## src/rtl/xrv_pkg.sv

```systemverilog
// Shared xriscv types: load/store access size, LSU FSM states and the size decode.
package xrv_pkg;

   typedef enum logic [1:0] {
      BYTE = 2'd0,
      HALF = 2'd1,
      WORD = 2'd2
   } ls_size_e;

   typedef enum logic [1:0] {
      IDLE = 2'd0,
      REQ  = 2'd1,
      WAIT = 2'd2,
      DONE = 2'd3
   } lsu_state_e;

   // Encoding 2'b11 is reserved and behaves as a word access.
   function automatic ls_size_e decode_size(input logic [1:0] raw);
      case (raw)
         2'b00:   return BYTE;
         2'b01:   return HALF;
         default: return WORD;
      endcase
   endfunction

endpackage

```

## src/rtl/xrv_lsu_if.sv

```systemverilog
// Data bus between the LSU (master) and the memory fabric (slave).
// Handshake: d_req is held with stable d_addr/d_we/d_be/d_wdata until the cycle d_gnt is high;
// a granted read returns exactly one d_rvalid/d_rdata beat, no earlier than the cycle after d_gnt.
interface xrv_lsu_if;
   logic        d_req;
   logic        d_gnt;
   logic [31:0] d_addr;
   logic        d_we;
   logic [3:0]  d_be;
   logic [31:0] d_wdata;
   logic        d_rvalid;
   logic [31:0] d_rdata;

   modport master (
      output d_req, d_addr, d_we, d_be, d_wdata,
      input  d_gnt, d_rvalid, d_rdata
   );

   modport slave (
      input  d_req, d_addr, d_we, d_be, d_wdata,
      output d_gnt, d_rvalid, d_rdata
   );
endinterface

```

## src/rtl/xrv_lsu_align.sv

```systemverilog
// Combinational lane logic: byte enables, store replication, misalign check and load extend.
module xrv_lsu_align
   import xrv_pkg::*;
(
   input  ls_size_e    size,
   input  logic [1:0]  off,
   input  logic        is_unsigned,
   input  logic [31:0] wdata,
   input  logic [31:0] rdata,
   output logic [3:0]  be,
   output logic [31:0] wdata_lane,
   output logic        misalign,
   output logic [31:0] rdata_ext
);

   logic [31:0] shifted;

   always_comb begin
      be         = 4'hF;
      wdata_lane = wdata;
      misalign   = 1'b0;
      shifted    = rdata >> {off, 3'b000};
      rdata_ext  = rdata;
      case (size)
         BYTE: begin
            be         = 4'b0001 << off;
            wdata_lane = {4{wdata[7:0]}};
            rdata_ext  = is_unsigned ? {24'd0, shifted[7:0]} : {{24{shifted[7]}}, shifted[7:0]};
         end
         HALF: begin
            be         = 4'b0011 << {off[1], 1'b0};
            wdata_lane = {2{wdata[15:0]}};
            misalign   = off[0];
            rdata_ext  = is_unsigned ? {16'd0, shifted[15:0]} : {{16{shifted[15]}}, shifted[15:0]};
         end
         default: begin
            misalign = (off != 2'b00);
         end
      endcase
   end

endmodule

```

## src/rtl/xrv_lsu.sv

```systemverilog
// Load/store unit: one access per is_ls, run on the data bus; kill mid-transaction lets the bus
// complete but suppresses ls_done.
module xrv_lsu
   import xrv_pkg::*;
(
   input  logic        clk,
   input  logic        rst,
   input  logic        is_ls,
   input  logic        ls_we,
   input  logic [1:0]  ls_size,
   input  logic        ls_unsigned,
   input  logic [31:0] ls_addr,
   input  logic [31:0] ls_wdata,
   input  logic        kill,
   output logic        ls_done,
   output logic [31:0] ls_rdata,
   output logic        ls_misalign,
   output lsu_state_e  dbg_state,
   xrv_lsu_if.master   bus
);

   lsu_state_e  state, state_n;
   ls_size_e    req_size;
   logic [1:0]  req_off;
   logic        req_unsigned;
   logic        killed;
   logic        accept;

   ls_size_e    a_size;
   logic [1:0]  a_off;
   logic        a_unsigned;
   logic [3:0]  a_be;
   logic [31:0] a_wdata;
   logic        a_mis;
   logic [31:0] a_rdata;

   // Live request fields drive the aligner in IDLE; afterwards the captured ones do, for extraction.
   assign a_size     = (state == IDLE) ? decode_size(ls_size) : req_size;
   assign a_off      = (state == IDLE) ? ls_addr[1:0] : req_off;
   assign a_unsigned = (state == IDLE) ? ls_unsigned : req_unsigned;

   xrv_lsu_align u_align (
      .size        (a_size),
      .off         (a_off),
      .is_unsigned (a_unsigned),
      .wdata       (ls_wdata),
      .rdata       (bus.d_rdata),
      .be          (a_be),
      .wdata_lane  (a_wdata),
      .misalign    (a_mis),
      .rdata_ext   (a_rdata)
   );

   always_comb begin
      state_n = state;
      accept  = 1'b0;
      case (state)
         IDLE: begin
            if (is_ls && !kill) begin
               accept  = 1'b1;
               state_n = a_mis ? DONE : REQ;
            end
         end
         REQ: begin
            if (bus.d_gnt) begin
               if (bus.d_we) state_n = (killed || kill) ? IDLE : DONE;
               else          state_n = WAIT;
            end
         end
         WAIT: begin
            if (bus.d_rvalid) state_n = (killed || kill) ? IDLE : DONE;
         end
         default: state_n = IDLE;
      endcase
   end

   always_ff @(posedge clk) begin
      if (rst) begin
         state        <= IDLE;
         req_size     <= BYTE;
         req_off      <= 2'b00;
         req_unsigned <= 1'b0;
         killed       <= 1'b0;
         ls_done      <= 1'b0;
         ls_misalign  <= 1'b0;
         ls_rdata     <= 32'd0;
         bus.d_req    <= 1'b0;
         bus.d_addr   <= 32'd0;
         bus.d_we     <= 1'b0;
         bus.d_be     <= 4'd0;
         bus.d_wdata  <= 32'd0;
      end else begin
         state       <= state_n;
         bus.d_req   <= (state_n == REQ);
         ls_done     <= (state_n == DONE);
         ls_misalign <= 1'b0;
         killed      <= (state_n == REQ || state_n == WAIT) && (killed || kill);
         if (accept) begin
            req_size     <= a_size;
            req_off      <= ls_addr[1:0];
            req_unsigned <= ls_unsigned;
            ls_rdata     <= 32'd0;
            if (a_mis) begin
               ls_misalign <= 1'b1;
            end else begin
               bus.d_addr  <= {ls_addr[31:2], 2'b00};
               bus.d_we    <= ls_we;
               bus.d_be    <= a_be;
               bus.d_wdata <= a_wdata;
            end
         end
         if (state == WAIT && bus.d_rvalid) ls_rdata <= a_rdata;
      end
   end

   assign dbg_state = state;

endmodule

```

## src/flat_wrapper.sv

```systemverilog
// flat-port wrapper written by rule: the top's interface ports become plain ports
module xrv_lsu_flat import xrv_pkg::*;
  (clk, rst, is_ls, ls_we, ls_size, ls_unsigned, ls_addr, ls_wdata, kill, ls_done, ls_rdata, ls_misalign, dbg_state, bus_d_req, bus_d_addr, bus_d_we, bus_d_be, bus_d_wdata, bus_d_gnt, bus_d_rvalid, bus_d_rdata);
  xrv_lsu_if bus_i ();
  input  logic clk;
  input  logic rst;
  input  logic is_ls;
  input  logic ls_we;
  input  logic [1:0] ls_size;
  input  logic ls_unsigned;
  input  logic [31:0] ls_addr;
  input  logic [31:0] ls_wdata;
  input  logic kill;
  output logic ls_done;
  output logic [31:0] ls_rdata;
  output logic ls_misalign;
  output lsu_state_e dbg_state;
  output wire logic [$bits(bus_i.d_req)-1:0] bus_d_req;
  output wire logic [$bits(bus_i.d_addr)-1:0] bus_d_addr;
  output wire logic [$bits(bus_i.d_we)-1:0] bus_d_we;
  output wire logic [$bits(bus_i.d_be)-1:0] bus_d_be;
  output wire logic [$bits(bus_i.d_wdata)-1:0] bus_d_wdata;
  input wire logic [$bits(bus_i.d_gnt)-1:0] bus_d_gnt;
  input wire logic [$bits(bus_i.d_rvalid)-1:0] bus_d_rvalid;
  input wire logic [$bits(bus_i.d_rdata)-1:0] bus_d_rdata;
  assign bus_d_req = bus_i.d_req;
  assign bus_d_addr = bus_i.d_addr;
  assign bus_d_we = bus_i.d_we;
  assign bus_d_be = bus_i.d_be;
  assign bus_d_wdata = bus_i.d_wdata;
  assign bus_i.d_gnt = bus_d_gnt;
  assign bus_i.d_rvalid = bus_d_rvalid;
  assign bus_i.d_rdata = bus_d_rdata;
  xrv_lsu u_core (.clk(clk), .rst(rst), .is_ls(is_ls), .ls_we(ls_we), .ls_size(ls_size), .ls_unsigned(ls_unsigned), .ls_addr(ls_addr), .ls_wdata(ls_wdata), .kill(kill), .ls_done(ls_done), .ls_rdata(ls_rdata), .ls_misalign(ls_misalign), .dbg_state(dbg_state), .bus(bus_i));
endmodule
```

## config.mk

```make
export PLATFORM = sky130hd
export DESIGN_NAME = xrv_lsu_flat
export DESIGN_NICKNAME = d
export VERILOG_FILES = /design/src/rtl/xrv_pkg.sv /design/src/rtl/xrv_lsu_if.sv /design/src/rtl/xrv_lsu_align.sv /design/src/rtl/xrv_lsu.sv /design/src/flat_wrapper.sv
export SDC_FILE = /design/constraint.sdc
export NUM_CORES = 1
export LEC_CHECK = 0
export ABC_CLOCK_PERIOD_IN_PS = 4900
export CORE_ASPECT_RATIO = 0.8
export CORE_MARGIN = 4
export CORE_UTILIZATION = 34
export DETAILED_ROUTE_END_ITERATION = 8
export GPL_TIMING_DRIVEN = 0
export PLACE_DENSITY = 0.65
export SYNTH_ARGS = -nofsm -noshare
export SYNTH_HDL_FRONTEND = slang
export SYNTH_HIERARCHICAL = 1
export SYNTH_SLANG_ARGS = --single-unit
```

## constraint.sdc

```tcl
create_clock -name clk -period 4.9 [get_ports clk]
set_clock_uncertainty 0.05 [all_clocks]
set_input_delay 0.98 -clock clk [delete_from_list [all_inputs] [get_ports clk]]
set_output_delay 0.98 -clock clk [all_outputs]
set_load 0.01 [all_outputs]
```

# == After elaboration in Yosys (flattened, before gate mapping) ==
# Cells that the tools add are included.
# word_totals
regBits,110
in_bits,106
wordCells,60
# classes
eq_ne,7
n_shift,3
muxes,22
bitwise,2
n_reduce_logical,13
# op_table
operator,count
$mux 32,4
$pmux 32 s2,2
$shr 32x5->16,1
$mux 2,8
$eq 2x1->1 const B,4
$pmux 4 s2,1
$eq 2x2->1 const B,3
$logic_not 2->1,3
$pmux 2 s3,1
$mux 1,4
$pmux 2 s2,1
$reduce_bool 2->1,2
$shl 1x2->4 const A,1
$shl 2x2->4 const A,1
$logic_and 1x1->1,3
$logic_or 1x1->1,2
$not 1->1,2
$pmux 1 s2,1
$reduce_and 2->1,1
$reduce_or 2->1,1
$logic_not 1->1,1

# == Longest topological paths before layout ==
# Gate-level depths: netlist (run 1).
# depth
word_depth,11
depth_mapped,13

# == Hierarchy ==
# Netlist (run 1), hierarchy kept.
# modules_own_cells
module,n_inst,cells_per_inst,area_per_inst_um2
xrv_lsu,1,465,3953.8
xrv_lsu_align,1,198,1381.3

# == Worst setup path before layout (run 1) ==
# No wires, ideal clock.
# synth_path
path_kind,input -> register
from,in ls_size[1]
to,reg u_core.bus.d_wdata[2]
setup_time_ns,0.071
t_arrival_ns,2.820
required_time_ns,4.779
setup_slack_ns,1.959
stages,10
path_buffers,4
path_cell_list,mux2_2 -> buf_1 -> clkbuf_1 -> a21oi_1 -> nor2_1 -> nand2b_1 -> buf_2 -> buf_1 -> nand2_1 -> a21oi_1
# synth_via
elab_chain_cells,7
word_cells_on_any_way,9
# synth_rtl
item,line_no,source
from (decl),flat_wrapper.sv:9,input logic [1:0] ls_size;
$eq 2x1->1 or $logic_not 2->1 (tied branches),xrv_pkg.sv:19,case (raw)
$pmux 2 s2 *,xrv_pkg.sv:19,
$mux 2 *,xrv_lsu.sv:38,assign a_size = (state == IDLE) ? decode_size(ls_size) : req_size;
$eq 2x1->1 or $logic_not 2->1 (tied branches),xrv_lsu_align.sv:24,case (size)
$pmux 1 s2 *,xrv_lsu_align.sv:24,
net u_core.a_mis,xrv_lsu.sv:34,logic a_mis;
$not 1->1 (no line) *,--,
$reduce_and 2->1 (no line) *,--,
to (signal assigned),xrv_lsu.sv:109,bus.d_wdata <= a_wdata;
to (decl),xrv_lsu_if.sv:15,"output d_req, d_addr, d_we, d_be, d_wdata,"
# Mark *: on every way through the listed nets, which the timed path passes. The rest lies on a longest branch.
# A chain may end at the register's enable or synchronous reset.

# == Worst setup path after layout (run 1) ==
# layout_path
from,in ls_size[1]
to,reg u_core.bus.d_addr[20]
# layout_via
elab_chain_cells,7
word_cells_on_any_way,9
# layout_rtl
item,line_no,source
$eq 2x1->1 or $logic_not 2->1 (tied branches),xrv_pkg.sv:19,
$pmux 2 s2 *,xrv_pkg.sv:19,
$mux 2 *,xrv_lsu.sv:38,
net u_core.a_size[1],xrv_lsu.sv:29,ls_size_e a_size;
$eq 2x1->1 or $logic_not 2->1 (tied branches),xrv_lsu_align.sv:24,
$pmux 1 s2 *,xrv_lsu_align.sv:24,
net u_core.a_mis,xrv_lsu.sv:34,
$not 1->1 (no line) *,--,
$reduce_and 2->1 (no line) *,--,
to (signal assigned),xrv_lsu.sv:106,"bus.d_addr <= {ls_addr[31:2], 2'b00};"
to (decl),xrv_lsu_if.sv:15,
# Marks and branches as above.

==> run_results.csv, run 1 <==
group,metric,value,unit
run_status,outcome,"finished clean",
cts,tritoncts,"done",
grt,grt_max_degree,19,
placed_design,port_buffers,208,
pwr,power_leakage,2.89,nW
synthesis,ys_types,44,
cts,htree_levels,3,
routing,dr.pass1.iters,5,
critical_path,arrival,4.47,ns
critical_path,cp_max_fo,10,
synthesis,synth_area_per_cell,8.05,sq um
die,rows,40,
routing,drcViolationCount,0,
cells_and_area,area_growth,49.5,%
placed_design,globalplace.congestion,0.875,
die,core_area,15200,sq um
cells_and_area,nets,989,
critical_path,crit_type,"primary input to flip-flop",
synthesis,synth-edff-count,0,
cts,numClockSinks,110,
grt,grt_overflow,0,
routing,final_antenna_net_count,0,
pwr,ir_worst_vdd,0.000178,V
grt,antenna_found_initial,0,
synthesis,syn_area,5340,sq um
cells_and_area,multi_input_area,2760,sq um
cts,ctsLongestPathBuffers,2,
cells_and_area,final_cell_mix,"clkdlybuf4s50_1, nand2_1, dfxtp_1",
die,top_level_ports,212,
routing,vias_per_cell,4.82,
die,fp.dieH,120,um
sta,period_minus_slack,4.24,ns
synthesis,postSynthCellCount,663,
routing,vias,5288,
sta,rsz0062_at_grt,"no",
cts,cts_resized,0,
sta,worst_slew_pin_slew,0.663,ns
cts,cts_hold_buf,0,
synthesis,synthFlopType,"dfxtp_1",
cells_and_area,final_common_cell,"clkdlybuf4s50_1",
die,die-area,17800,sq um
cells_and_area,num_antenna_cells,0,
sta,hold_violations,0,
sta,slew_headroom,55.8,%
synthesis,yosysSeqAreaShare,41.3,%
cells_and_area,final_util,52.4,%
synthesis,yosysWarningCount,6,
synthesis,ys_seq_elements,110,
sta,timing.setup.tns,0,ns
sta,setup_viol,0,
placed_design,post-place-ws,0.287,ns
routing,wl,19000,um
sta,slew_viol_final,0,
die,die-width,148,um
critical_path,cp.required,5.13,ns
routing,drtIter0Drc,308,
cts,cts_setup_buffers,0,
cts,cts_buffers,9,
cts,clock_latency,0.35,ns
cts,cts_root_buffer,"clkbuf_16",
grt,grt_pass1_wl,29300,um
job,cap_violations,0,
cells_and_area,seq_area,2200,sq um
routing,drt-wirelength-per-cell,17.3,um
critical_path,crit_path_end_kind,"flip-flop",
pwr,p_per_area,289,nW/um^2
grt,grt_pass1_vias,5075,
grt,grt_usage,20.9,%
placed_design,place_hpwl,14600,um
cts,clk_pin_slew,0.07,ns
sta,max_freq,236,MHz
synthesis,async_reset_ff_share,0,%
cells_and_area,drive_gt1_share,11.1,%
critical_path,critPathLaunchType,"primary input",
die,initial_core_util,35.1,%
sta,finalCritPeriodShare,86.5,%
cells_and_area,n_fill_cell,1512,
worst_hold_path,hp-class,"flip-flop to flip-flop",
sta,fin_ws,0.662,ns
-- per-layer routing --
layer	up-vias	global-route usage [%]	wire length [um]
met5	-	0	0
met4	0	5.14	238
met3	16	4.95	1220
met2	164	30.4	8180
met1	2419	31.1	9380
li1	2689	-	-
-- cell type report --
class / instances / share of cell area [%]
buffer: 63 / 4.36
clock buffer: 11 / 3.17
clock inverter: 5 / 0.502
inverter: 8 / 0.376
multi-input combinational: 483 / 34.6
sequential: 110 / 27.6
tap: 210 / 3.29
timing repair buffer: 208 / 26.1
-- state kept, by name (all words and copies together) (netlist names) --
| register | flops |
|---|---|
| u_core/bus.d_addr | 30 |
| u_core/bus.d_be | 4 |
| u_core/bus.d_req | 1 |
| u_core/bus.d_wdata | 32 |
| u_core/bus.d_we | 1 |
| u_core/dbg_state | 2 |
| u_core/killed | 1 |
| u_core/ls_done | 1 |
| u_core/ls_misalign | 1 |
| u_core/ls_rdata | 32 |
| u_core/req_off | 2 |
| u_core/req_size | 2 |
| u_core/req_unsigned | 1 |
-- path summary, 6_finish.rpt --
kind	depth (start not counted)	from	slack, ns	end
hold / removal	2	u_core/bus.d_addr[10]	0.40	u_core/bus.d_addr[10]
hold reg to reg	2	u_core/bus.d_addr[10]	0.40	u_core/bus.d_addr[10]
setup / recovery	11	ls_size[1]	0.66	u_core/bus.d_addr[20]
setup reg to reg	12	u_core/dbg_state[1]	0.91	u_core/bus.d_addr[20]
-- kinds of logic after synthesis --
family | synth area share (%)
AOI/OAI and AO/OA | 20.5
buffers and inverters | 7.08
DFF | 41.3
muxes | 10.0
other | 0.0703
and+or+nand+nor | 21.1
-- critical path: stages --
cell	delay [ns]
clkdlybuf4s50_1	0.52
mux2_2	0.23
buf_1	0.48
clkbuf_1	0.53
a21oi_1	0.08
nor2_1	0.37
nand2b_1	0.32
buf_2	0.28
buf_1	0.41
nand2_1	0.11
a21oi_1	0.15
-- Yosys cell counts (4+ instances only) --
| master | n | area share, % |
|---|---|---|
| o221ai_1 | 7 | 1.1 |
| nor2_1 | 47 | 3.3 |
| inv_1 | 8 | 0.56 |
| clkbuf_1 | 21 | 1.5 |
| o21ai_2 | 10 | 1.6 |
| mux2_2 | 27 | 5.7 |
| nor2b_1 | 6 | 0.70 |
| and3_1 | 7 | 0.82 |
| nand2b_1 | 16 | 1.9 |
| nand2_1 | 168 | 12 |
| a22oi_1 | 38 | 5.3 |
| o21ai_0 | 23 | 2.2 |
| buf_4 | 15 | 2.1 |
| buf_2 | 17 | 1.6 |
| dfxtp_1 | 110 | 41 |
| mux2i_1 | 23 | 4.3 |
| buf_6 | 4 | 0.84 |
| a21oi_1 | 73 | 6.8 |
| buf_1 | 5 | 0.35 |
-- per-stage QoR --
stage	hold WS, ns	cells	instance area [sq um]	total power, mW
2_1_floorplan	0.396	664	5340	1.31
3_3_place_gp	0.390	1082	7680	1.59
3_5_place_dp	0.396	1082	7680	1.59
4_1_cts	0.406	1098	7980	2.33
5_1_grt	0.423	1098	7980	2.42
6_report	0.403	1098	7980	2.31
-- where the power goes --
part	internal, mW	total (mW)	switching [mW]
sequential	0.936	0.958	0.0224
combinational	0.300	0.620	0.320
clock	0.378	0.731	0.352
Power figures use the tool's default switching activity.
==> run 2, diff against run 1 <==
--- a/config.mk
+++ b/config.mk
@@ -10,8 +10,10 @@
 export CORE_MARGIN = 4
 export CORE_UTILIZATION = 34
 export DETAILED_ROUTE_END_ITERATION = 8
+export DONT_BUFFER_PORTS = 1
 export GPL_TIMING_DRIVEN = 0
-export PLACE_DENSITY = 0.65
+export PLACE_DENSITY = 0.48
+export SKIP_CTS_REPAIR_TIMING = 1
 export SYNTH_ARGS = -nofsm -noshare
 export SYNTH_HDL_FRONTEND = slang
 export SYNTH_HIERARCHICAL = 1
==> run 2 against run 1 <==
  * Via count fell by 11%
  * Count of clock-buffer cells in the layout is the same
  * Critical path depth rose by 1
  * Setup slack better by 0.093 ns
  * Cell area fell by 26%
  * Sequential share of layout area grew 9.7 points
  * Total power fell by 5.6%
  * Worst hold slack better by 0.015 ns
  * Global-route usage shrank 1.0 points
  * Largest power group unchanged
==> run_results.csv, run 2 (synthesis gave the netlist of run 1 again) <==
group,metric,value,unit
run_status,outcome,"finished clean",
sta,holdWs,0.418,ns
cells_and_area,final_util,38.8,%
routing,final_antenna_net_count,0,
sta,worst_slew_pin_slew,0.735,ns
placed_design,post-place-ws,0.747,ns
critical_path,cp.required,5.13,ns
grt,use_met3,7.66,%
pwr,power_leakage,2.13,nW
critical_path,critical-path-slowest-cell,"buf_1",
grt,grt_pass1_wl,27700,um
grt,grt_pass1_vias,4667,
cells_and_area,num_antenna_cells,0,
sta,rsz0062_at_grt,"no",
cts,tritoncts,"done",
sta,slew_headroom,51.0,%
die,die-area,17800,sq um
grt,antenna_found_initial,0,
placed_design,port_buffers,0,
die,rows,40,
cells_and_area,final_common_cell,"nand2_1",
sta,timing.setup.tns,0,ns
cells_and_area,n_fill_cell,1611,
critical_path,critPathLaunch,"u_core/dbg_state[1]",
critical_path,arrival,4.37,ns
cells_and_area,drive_gt1_share,14.4,%
sta,hold_violations,0,
critical_path,critPathLaunchType,"flip-flop",
grt,grt_usage,19.9,%
die,top_level_ports,212,
routing,vias_per_cell,5.31,
die,fp.dieH,120,um
critical_path,slowest_delay,0.56,ns
cts,cts_buffers,9,
sta,fin_ws,0.755,ns
job,cap_violations,0,
cells_and_area,top_regs,"u_core/bus.d_wdata (32), u_core/ls_rdata (32), u_core/bus.d_addr (30)",
sta,setup_viol,0,
grt,grt_most_used_layer,"met2",
pwr,p_per_area,369,nW/um^2
pwr,ir_worst_vdd,0.000212,V
routing,drcViolationCount,0,
cells_and_area,final_cell_mix,"nand2_1, dfxtp_1, a21oi_1",
cts,cts_root_buffer,"clkbuf_16",
sta,finalCritPeriodShare,84.6,%
placed_design,place_hpwl,13900,um
die,core_area,15200,sq um
grt,gr-usage-met1,27.1,%
critical_path,crit_chain,"buf_4 > nor2_1 > mux2_2 > buf_1 > clkbuf_1 > a21oi_1 > nor2_1 > nand2b_1 > buf_2 > buf_1 > nand2_1 > a21oi_1",
sta,max_freq,241,MHz
routing,drtIter0Drc,377,
cts,clock_latency,0.35,ns
critical_path,reg2reg_from,"u_core/dbg_state[1]",
critical_path,crit_type,"flip-flop to flip-flop",
grt,grtUsageMet2,29.6,%
cts,numClockSinks,110,
worst_hold_path,hp-class,"flip-flop to flip-flop",
sta,slew_viol_final,0,
placed_design,globalplace.congestion,0.866,
routing,wl,17900,um
die,initial_core_util,35.1,%
cells_and_area,area_growth,10.8,%
critical_path,cp_max_fo,10,
grt,grt_overflow,0,
grt,grt_max_degree,19,
cts,clk_pin_slew,0.07,ns
die,die-width,148,um
cts,htree_levels,3,
routing,dr.pass1.iters,6,
worst_hold_path,hold_start,"u_core/req_size[0]",
cts,ctsLongestPathBuffers,2,
sta,period_minus_slack,4.14,ns
critical_path,crit_path_end_kind,"flip-flop",
routing,drt-wirelength-per-cell,20.1,um
routing,vias,4725,
cells_and_area,nets,781,
## run 2: cell count changes in the layout (fill, tap and decap cells not counted)
cell / before / now
bufinv_16: 0 / 1
clkbuf_1: 21 / 22
clkbuf_8: 2 / 1
clkdlybuf4s50_1: 208 / 0
clkinv_2: 1 / 0
## run 2: critical path, delay by kind of cell, from the launching register on
kind | cells | cell delay [ns]
AO/OA/AOI/OAI | 2 | 0.25
multiplexers | 1 | 0.29
flip-flops | 1 | 0.37
buffers and inverters | 5 | 1.95
AND/OR/NAND/NOR | 4 | 1.14
## run 2: where the power goes
group	internal [mW]	total (mW)	switching, mW
clock	0.417	0.768	0.351
sequential	0.936	0.987	0.0514
combinational	0.166	0.423	0.258
## run 2: final cells by class
type | instances | area [sq um] | area share [%]
clock buffer | 11 | 243 | 4.11
buffer | 63 | 348 | 5.89
clock inverter | 5 | 65.1 | 1.10
inverter | 8 | 30.0 | 0.508
multi-input combinational | 483 | 2760 | 46.7
tap | 210 | 263 | 4.45
sequential | 110 | 2200 | 37.3
## run 2: worst paths after layout
path                            to  slack, ns  cells past startpoint
max reg2reg  u_core/bus.d_addr[30]       0.76                     12
min             u_core/req_size[0]       0.42                      2
max          u_core/bus.d_addr[30]       0.76                     12
min reg2reg     u_core/req_size[0]       0.42                      2
## run 2: per-layer routing
layer,vias to the layer above,part of all wire [%]
met2,186,43
met3,18,9.9
li1,2279,-
met1,2242,45
met5,-,0
met4,0,1.2
## run 2: per-stage QoR
stage                     cells  instance area [sq um]  power (mW)
final                       890                   5910        2.18
after global routing        890                   5910        2.29
after CTS                   890                   5910        2.21
after detailed placement    874                   5600        1.43
after global placement      874                   5600        1.42
after floorplan             664                   5340        1.31
==> run 3, diff against run 2 <==
--- a/config.mk
+++ b/config.mk
@@ -5,14 +5,14 @@
 export SDC_FILE = /design/constraint.sdc
 export NUM_CORES = 1
 export LEC_CHECK = 0
-export ABC_CLOCK_PERIOD_IN_PS = 4900
+export ABC_CLOCK_PERIOD_IN_PS = 3400
 export CORE_ASPECT_RATIO = 0.8
 export CORE_MARGIN = 4
 export CORE_UTILIZATION = 34
 export DETAILED_ROUTE_END_ITERATION = 8
 export DONT_BUFFER_PORTS = 1
 export GPL_TIMING_DRIVEN = 0
-export PLACE_DENSITY = 0.48
+export PLACE_DENSITY = 0.5
 export SKIP_CTS_REPAIR_TIMING = 1
 export SYNTH_ARGS = -nofsm -noshare
 export SYNTH_HDL_FRONTEND = slang
==> constraint.sdc (replaced) <==
create_clock -name clk -period 3.4 [get_ports clk]
set_clock_uncertainty 0.05 [all_clocks]
set_input_delay 0.68 -clock clk [delete_from_list [all_inputs] [get_ports clk]]
set_output_delay 0.68 -clock clk [all_outputs]
set_load 0.01 [all_outputs]
==> run 3 against run 2 <==
  * Die area is the same
  * Largest cell class unchanged
  * Critical path depth shrank 1
  * Utilization grew 0.12 points
  * Clock power grew 45%
  * Critical endpoint unchanged
  * Sequential share of layout area shrank 0.11 points
  * Routed wire length shrank 0.92%
  * Fmax grew 35%
  * Combinational power grew 44%
  * First-iteration DRC count shrank 16%
  * Critical path type unchanged
  * Non-clock buffer count shrank 1
  * Register-to-register slack lost 0.42 ns
  * Via count shrank 1.5%
==> run_results.csv, run 3 (synthesis gave the netlist of run 1 again) <==
group,metric,value,unit
critical_path,reg2reg_depth,11,
die,die-width,148,um
die,die-area,17800,sq um
cells_and_area,top_regs,"u_core/bus.d_wdata (32), u_core/ls_rdata (32), u_core/bus.d_addr (30)",
routing,drt-wirelength-per-cell,20.0,um
cells_and_area,drive_gt1_share,15.5,%
cells_and_area,stdcell_area,5930,sq um
sta,timing.setup.tns,0,ns
critical_path,path_delay_family,"buffers and inverters",
critical_path,crit_chain,"buf_4 > nor2_2 > mux2_2 > clkbuf_2 > a21oi_1 > nor2_4 > nand2b_1 > buf_2 > clkbuf_2 > nand2_1 > a21oi_1",
pwr,power_leakage,2.15,nW
grt,use_met3,7.47,%
sta,max_freq,327,MHz
grt,antenna_found_initial,0,
worst_hold_path,hp-class,"primary input to flip-flop",
cts,cts_root_buffer,"clkbuf_16",
worst_hold_path,whs_endpoint,"u_core/bus.d_addr[20]",
critical_path,cp.required,3.57,ns
cells_and_area,area_growth,11.1,%
sta,period_minus_slack,3.06,ns
cts,clock_latency,0.35,ns
sta,slew_headroom,52.9,%
cts,ctsLongestPathBuffers,2,
grt,grt_overflow,0,
grt,grt_usage,19.7,%
cts,cts_buffers,9,
run_status,outcome,"finished clean",
critical_path,critPathLaunch,"u_core/dbg_state[1]",
sta,setup_viol,0,
sta,slew_viol_final,0,
grt,grt_most_used_layer,"met2",
sta,holdWs,0.407,ns
cts,numClockSinks,110,
grt,grt_max_degree,18,
placed_design,port_buffers,0,
placed_design,place_hpwl,13800,um
placed_design,post-place-ws,-0.740,ns
cells_and_area,num_antenna_cells,0,
critical_path,reg2reg_from,"u_core/dbg_state[1]",
cells_and_area,final_common_cell,"nand2_1",
grt,grt_pass1_wl,27100,um
routing,drcViolationCount,0,
die,initial_core_util,35.1,%
critical_path,reg2reg_to,"u_core/bus.d_addr[30]",
grt,gr-usage-met1,25.9,%
critical_path,arrival,3.23,ns
pwr,p_per_area,531,nW/um^2
grt,grt_pass1_vias,4625,
critical_path,critical-path-slowest-cell,"mux2_2",
routing,vias_per_cell,5.23,
critical_path,rrSetupSlack,0.34,ns
placed_design,globalplace.congestion,0.889,
routing,dr.pass1.iters,5,
routing,drtIter0Drc,317,
sta,rsz0062_at_grt,"no",
cts,clk_pin_slew,0.07,ns
worst_hold_path,hold_start,"ls_addr[20]",
cells_and_area,nets,780,
cells_and_area,final_cell_mix,"nand2_1, dfxtp_1, a21oi_1",
pwr,ir_worst_vdd,0.000217,V
job,cap_violations,0,
placed_design,postPlaceCellArea,5600,sq um
sta,finalCritPeriodShare,90.0,%
cts,htree_levels,3,
sta,worst_slew_pin_slew,0.706,ns
die,top_level_ports,212,
critical_path,critPathLaunchType,"flip-flop",
critical_path,slowest_delay,0.43,ns
critical_path,crit_path_end_kind,"flip-flop",
cts,tritoncts,"done",
critical_path,cp.buffers_inverters,4,
die,fp.dieH,120,um
routing,vias,4653,
worst_hold_path,hold_depth,2,
routing,final_antenna_net_count,0,
grt,grtUsageMet2,29.5,%
die,core_area,15200,sq um
pwr,total_power,3.15,mW
critical_path,crit_type,"flip-flop to flip-flop",
routing,wl,17700,um
sta,hold_violations,0,
critical_path,cp_max_fo,19,
sta,fin_ws,0.339,ns
die,rows,40,
## run 3: cell types whose count changed in the layout (fill, tap and decap cells not counted), sizes merged
cell	delta
clkinv	+2
clkbuf	+5
inv	-1
buf	-5
clkinvlp	-2
## run 3: report_power, final
part / switching [mW] / internal, mW
Sequential: 0.0742 / 1.35
Clock: 0.497 / 0.616
Combinational: 0.368 / 0.242
Total: 0.939 / 2.21
## run 3: how the worst max path moves through the flow
stage | cells after the start | slack, ns | end
finish | 11 | 0.34 | u_core/bus.d_addr[30]
global route | 11 | 0.03 | u_core/bus.d_addr[8]
CTS | 12 | -0.75 | u_core/bus.d_addr[30]
detailed placement | 12 | -0.74 | u_core/bus.d_addr[30]
global placement | 12 | -0.64 | u_core/bus.d_wdata[2]
floorplan | 12 | 0.60 | u_core/bus.d_wdata[2]
## run 3: routing by layer
| layer | part of all wire, % | vias to the layer above | routed length (um) |
|---|---|---|---|
| li1 | - | 2275 | - |
| met1 | 44 | 2164 | 7750 |
| met2 | 44 | 184 | 7840 |
| met3 | 9.7 | 30 | 1730 |
| met4 | 2.4 | 0 | 427 |
| met5 | 0 | - | 0 |
## run 3: worst register-to-register path: stages (launching register included)
cell	delay (ns)
dfxtp_1	0.37
buf_4	0.19
nor2_2	0.22
mux2_2	0.43
clkbuf_2	0.34
a21oi_1	0.33
nor2_4	0.10
nand2b_1	0.28
buf_2	0.25
clkbuf_2	0.21
nand2_1	0.10
a21oi_1	0.07
## run 3: layout make-up
class	count	area, sq um
plain buffers	62	352
multi-input cells	483	2770
fillers	1588	9290
flip-flops and latches	110	2200
clock inverters	4	52.6
inverters	8	30.0
clock buffers	12	256
well taps	210	263
## run 3: per-stage QoR
stage	std cells	utilization, %
2_1_floorplan	664	-
3_3_place_gp	874	36.8
3_5_place_dp	874	36.8
4_1_cts	890	38.8
5_1_grt	889	39.0
6_report	889	39.0
